## src/rtl/keypad_scan_fsm.sv

```systemverilog
// 4x4 keypad scanner: rotates one-cold row drive, synchronizes and debounces columns, keeps a two-deep key history.
// Optional auto-repeat while a key is held is enabled by defining KEYPAD_REPEAT_EN.
module keypad_scan_fsm #(
  parameter int unsigned SCAN_CYCLES     = 24000,
  parameter int unsigned DEBOUNCE_CYCLES = 480000,
  parameter int unsigned REPEAT_CYCLES   = 12000000
) (
  input  logic       clk,
  input  logic       reset,
  input  logic [3:0] keypad_column,
  output logic [3:0] keypad_row,
  output logic [7:0] most_recent_key,
  output logic [7:0] second_most_recent_key,
  output logic       key_pressed
);

  localparam int unsigned MAX_SD  = (SCAN_CYCLES > DEBOUNCE_CYCLES) ? SCAN_CYCLES : DEBOUNCE_CYCLES;
  localparam int unsigned CNT_MAX = (MAX_SD > REPEAT_CYCLES) ? MAX_SD : REPEAT_CYCLES;
  localparam int unsigned CNT_W   = $clog2(CNT_MAX + 1);

  typedef enum logic [1:0] {
    SCAN,
    PRESS_DEBOUNCE,
    HELD,
    RELEASE_DEBOUNCE
  } state_e;

  state_e             state_q, state_d;
  logic [CNT_W-1:0]   cnt_q, cnt_d;
  logic [3:0]         row_q, row_d;
  logic [7:0]         cand_q, cand_d;
  logic [7:0]         most_q, most_d;
  logic [7:0]         second_q, second_d;
  logic               pulse_q, pulse_d;
  logic [3:0]         sync1_q, col_s_q;
`ifdef KEYPAD_REPEAT_EN
  logic [CNT_W-1:0]   rpt_q, rpt_d;
`endif

  logic [3:0] row_next;
  assign row_next = {row_q[2:0], row_q[3]};

  // State, counters, history and the two-flop column synchronizer
  always_ff @(posedge clk or posedge reset) begin
    if (reset) begin
      state_q  <= SCAN;
      cnt_q    <= '0;
      row_q    <= 4'b1110;
      cand_q   <= 8'h00;
      most_q   <= 8'h00;
      second_q <= 8'h00;
      pulse_q  <= 1'b0;
      sync1_q  <= 4'b1111;
      col_s_q  <= 4'b1111;
`ifdef KEYPAD_REPEAT_EN
      rpt_q    <= '0;
`endif
    end else begin
      state_q  <= state_d;
      cnt_q    <= cnt_d;
      row_q    <= row_d;
      cand_q   <= cand_d;
      most_q   <= most_d;
      second_q <= second_d;
      pulse_q  <= pulse_d;
      sync1_q  <= keypad_column;
      col_s_q  <= sync1_q;
`ifdef KEYPAD_REPEAT_EN
      rpt_q    <= rpt_d;
`endif
    end
  end

  // Next-state logic; every state change clears the dwell/debounce counter
  always_comb begin
    state_d  = state_q;
    cnt_d    = cnt_q + CNT_W'(1);
    row_d    = row_q;
    cand_d   = cand_q;
    most_d   = most_q;
    second_d = second_q;
    pulse_d  = 1'b0;
`ifdef KEYPAD_REPEAT_EN
    rpt_d    = '0;
`endif

    unique case (state_q)
      SCAN: begin
        if (cnt_q == CNT_W'(SCAN_CYCLES - 1)) begin
          cnt_d = '0;
          if ($onehot(~col_s_q)) begin
            cand_d  = {~row_q, ~col_s_q};
            state_d = PRESS_DEBOUNCE;
          end else begin
            row_d = row_next;
          end
        end
      end

      PRESS_DEBOUNCE: begin
        if (col_s_q != ~cand_q[3:0]) begin
          cnt_d   = '0;
          row_d   = row_next;
          state_d = SCAN;
        end else if (cnt_q == CNT_W'(DEBOUNCE_CYCLES - 1)) begin
          cnt_d    = '0;
          second_d = most_q;
          most_d   = cand_q;
          pulse_d  = 1'b1;
          state_d  = HELD;
        end
      end

      HELD: begin
        cnt_d = '0;
        if (col_s_q == 4'b1111) begin
          state_d = RELEASE_DEBOUNCE;
        end
`ifdef KEYPAD_REPEAT_EN
        else if (rpt_q == CNT_W'(REPEAT_CYCLES - 1)) begin
          second_d = most_q;
          most_d   = cand_q;
          pulse_d  = 1'b1;
        end else begin
          rpt_d = rpt_q + CNT_W'(1);
        end
`endif
      end

      RELEASE_DEBOUNCE: begin
        if (col_s_q != 4'b1111) begin
          cnt_d   = '0;
          state_d = HELD;
        end else if (cnt_q == CNT_W'(DEBOUNCE_CYCLES - 1)) begin
          cnt_d   = '0;
          row_d   = row_next;
          state_d = SCAN;
        end
      end

      default: begin
        cnt_d   = '0;
        state_d = SCAN;
      end
    endcase
  end

  assign keypad_row             = row_q;
  assign most_recent_key        = most_q;
  assign second_most_recent_key = second_q;
  assign key_pressed            = pulse_q;

endmodule
```

## config.mk

```make
export PLATFORM = sky130hd
export DESIGN_NAME = keypad_scan_fsm
export DESIGN_NICKNAME = d
export VERILOG_FILES = /design/src/rtl/keypad_scan_fsm.sv
export SDC_FILE = /design/constraint.sdc
export NUM_CORES = 1
export LEC_CHECK = 0
export CORE_AREA = 5 5 116 96
export CTS_CLUSTER_DIAMETER = 80
export DETAILED_ROUTE_END_ITERATION = 10
export DIE_AREA = 0 0 121 101
export PLACE_DENSITY = 0.42
export SLEW_MARGIN = 20
export SYNTH_ARGS = -nofsm -noshare
export SYNTH_HDL_FRONTEND = slang
export SYNTH_SLANG_ARGS = --single-unit
export TNS_END_PERCENT = 1
```

## constraint.sdc

```tcl
create_clock -name clk -period 3.2 [get_ports clk]
set_clock_uncertainty 0.2 [all_clocks]
set_input_delay 0.64 -clock clk [delete_from_list [all_inputs] [get_ports clk]]
set_output_delay 0.64 -clock clk [all_outputs]
set_load 0.02 [all_outputs]
```

==> metrics.md <==
| Metric | Value |
|---|---|
| Clock sinks | `63` |
| Post-synth top area share | `45.6%` |
| Number of CTS-inserted buffers | `9` |
| #FFs+latches synth | `63` |
| Clock transition at path regs | `50 ps` |
| Die height | `101 um` |
| CP top delay family | `adder cells` |
| Post-CTS Hold Buffers | `0` |
| Combinational Power Share | `2.2%` |
| Crit Path Class | `register to register` |
| Largest net degree at the start of global routing | `27` |
| Final GP Congestion | `0.780` |
| Status | `complete, no violations` |
| Asr flop ratio synth | `100%` |
| First-pass GRT wire length | `9.32 mm` |
| Htree depth | `3` |
| Synth area leader | `dfrtp_1` |
| Unrepaired setup endpoints after global routing | `false` |
| Setup TNS | `0 ps` |
| Clk root buf | `clkbuf_16` |
| Placed insts | `408` |
| Die width | `121 um` |
| Routed WL per cell | `13.1 um` |
| Avg Synthesized Cell Area | `11.9 um2` |
| Post-DP HPWL | `3.95 mm` |
| Max Clock Freq | `0.353 GHz` |
| Post-Syn Area | `2850 um2` |
| Least-Margin Pin Slew | `725 ps` |
| Drt drc | `0` |
| ANT nets after route | `0` |
| Ys flop type | `dfrtp_1` |
| Switching share of power | `19.9%` |
| Crit path max fanout | `5` |
| IO Count | `27` |
| Beginning of the critical path | `col_s_q[0]` |
| Design Power | `1.98 mW` |
| Vias per cell | `4.28` |
| Clk buf depth | `2` |
| Max_slew headroom | `51.2%` |
| Sequential share of power | `41.0%` |
| GRT overflow | `0` |
| Sw power | `393 uW` |
| IO buf count | `26` |
| Buf+Inv Stages, Crit Path | `1` |
| Vias in the first global route | `1790` |
| Min-delay src | `sync1_q[2]` |
| Required @ worst endpoint | `3210 ps` |
| Int Power | `1.59 mW` |
| Number of synthesized flops with an enable pin | `0` |
| Power share of the clock group | `56.7%` |
| Count leader, synth | `dfrtp_1` |
| Slowest-stage cell, CP | `fa_1` |
| Leak Pwr | `1.58 nW` |
| First-iteration detailed-routing DRC count | `91` |
| Final Non-Filler Cells | `424` |
| Latest clock arrival within the worst-skew pair | `320 ps` |
| Die area | `12200 um2` |
| Syn. warnings | `0` |
| Pwr dens | `543 nW/um2` |
| Post-Syn Instances | `240` |
| Worst Hold Class | `register to register` |
| Crit-path cells | `fa_1 > inv_1 > ha_1 > ha_1 > nor2_1 > a21oi_1 > o22ai_1 > a2111oi_4 > mux2_2` |
| Initial antenna violation count | `0` |
| # setup viols final | `0` |
| Pre-Repair DR Iteration Count | `4` |
| Core Box Area | `9950 um2` |
| Most instantiated cells after synthesis | `dfrtp_1, nor2_1, nand2_1` |
| Drt total wl | `5.56 mm` |
| Fraction of layout cells with a size suffix above 1 | `21.5%` |
| Final antenna diode count | `0` |
| Clock period minus worst slack | `2830 ps` |
| VDD IR max | `0.000204 V` |
| Syn Nets | `251` |
| GRT Util Overall | `9.98%` |
| Slowest cell delay on critical path | `540 ps` |
| Initial Util | `28.7%` |
| Total of max-cap violations | `0` |
| Reg2reg start | `col_s_q[0]` |
| FP Rows | `33` |
| P&R area growth vs syn | `27.7%` |
| Critical path's most frequent cell | `ha_1` |
| Max-slew violations | `0` |
| CP arrival | `2840 ps` |
| Final Hold Fails | `0` |
| Count of cell types in the netlist | `40` |
| Synth top area cells | `dfrtp_1, dfstp_2, mux2_2` |
| Clock tree from TritonCTS | `done` |
| CP endpoint kind | `register` |
| Final period util | `88.5%` |
| Nets | `290` |
| Total number of vias | `1816` |
| Number of post-CTS setup repair buffers | `0` |
| CTS resizes | `0` |
| Sequential area share after synthesis | `55.8%` |
| CP Launch Type | `register` |
-- final timing paths --
check / depth (start not counted) / slack [ps] / endpoint
max in group asynchronous: 3 / 1630 / sync1_q[2]
min in group asynchronous: 2 / 480 / cand_q[0]
max reg2reg: 9 / 370 / keypad_row[0]
min reg2reg: 0 / 160 / col_s_q[2]
min: 0 / 160 / col_s_q[2]
max: 9 / 370 / keypad_row[0]
-- metal layers --
layer	global-route usage, %	routed length (um)	up-vias
met5	0	0	-
met4	3.66	110	0
met3	4.15	202	7
met2	12.6	2220	30
met1	14.9	3030	876
li1	-	-	903
-- cells in the final DEF (no fill, tap or decap), drive strengths merged, types with 3 or more instances in the layout --
cell type / n
bufinv: 3
clkdlybuf4s50: 26
mux2i: 7
nand2: 20
clkinv: 3
nor2: 28
inv: 15
xnor2: 9
nand3: 12
dfstp: 11
nand4: 6
dfrtp: 52
o21ai: 4
ha: 4
nor4: 6
mux2: 21
clkbuf: 9
buf: 7
nor2b: 3
nor3: 6
xor2: 14
-- cells by family (layout without fill, tap and decap cells) --
group	count (synthesis)	after routing	synth area share [%]
DFF	63	63	55.8
xor gates and xnor gates	23	23	7.06
AOI/OAI and AO/OA	12	12	3.47
buffers and inverters	19	63	3.33
and+or+nand+nor	90	90	16.1
muxes	28	28	11.8
adders and majority gates	5	5	2.46
-- cell type report --
cell class	instances	area, um2
Inverter	14	52.6
Fill cell	972	6310
Clock buffer	9	225
Tap cell	140	175
Timing Repair Buffer	33	313
Multi-Input combinational cell	158	1170
Clock inverter	7	120
Sequential cell	63	1590
-- sequential cells by signal (all words and copies together), names as in the netlist --
| name | cells |
|---|---|
| cnt_q | 24 |
| cand_q | 8 |
| most_recent_key | 8 |
| second_most_recent_key | 8 |
| col_s_q | 4 |
| keypad_row | 4 |
| sync1_q | 4 |
| state_q | 2 |
| key_pressed | 1 |
-- metrics by stage --
stage          setup slack, ps  utilization, %  cell area, um2  hold WS, ps
3_3_place_gp               388            33.1            3300          149
6_report                   370            36.6            3640          158
5_1_grt                    234            36.6            3640          165
4_1_cts                    362            36.6            3640          160
3_5_place_dp               363            33.1            3300          151
2_1_floorplan              468               -            2850          145
-- power groups by stage --
stage               Clock [mW]  Sequential [mW]  Combinational, mW
finish                    1.12            0.812             0.0443
global route              1.19            0.812             0.0519
CTS                       1.15            0.812             0.0463
detailed placement           0            0.826             0.0461
global placement             0            0.825             0.0473
floorplan                    0            0.824             0.0284
Power figures use the tool's default switching activity.
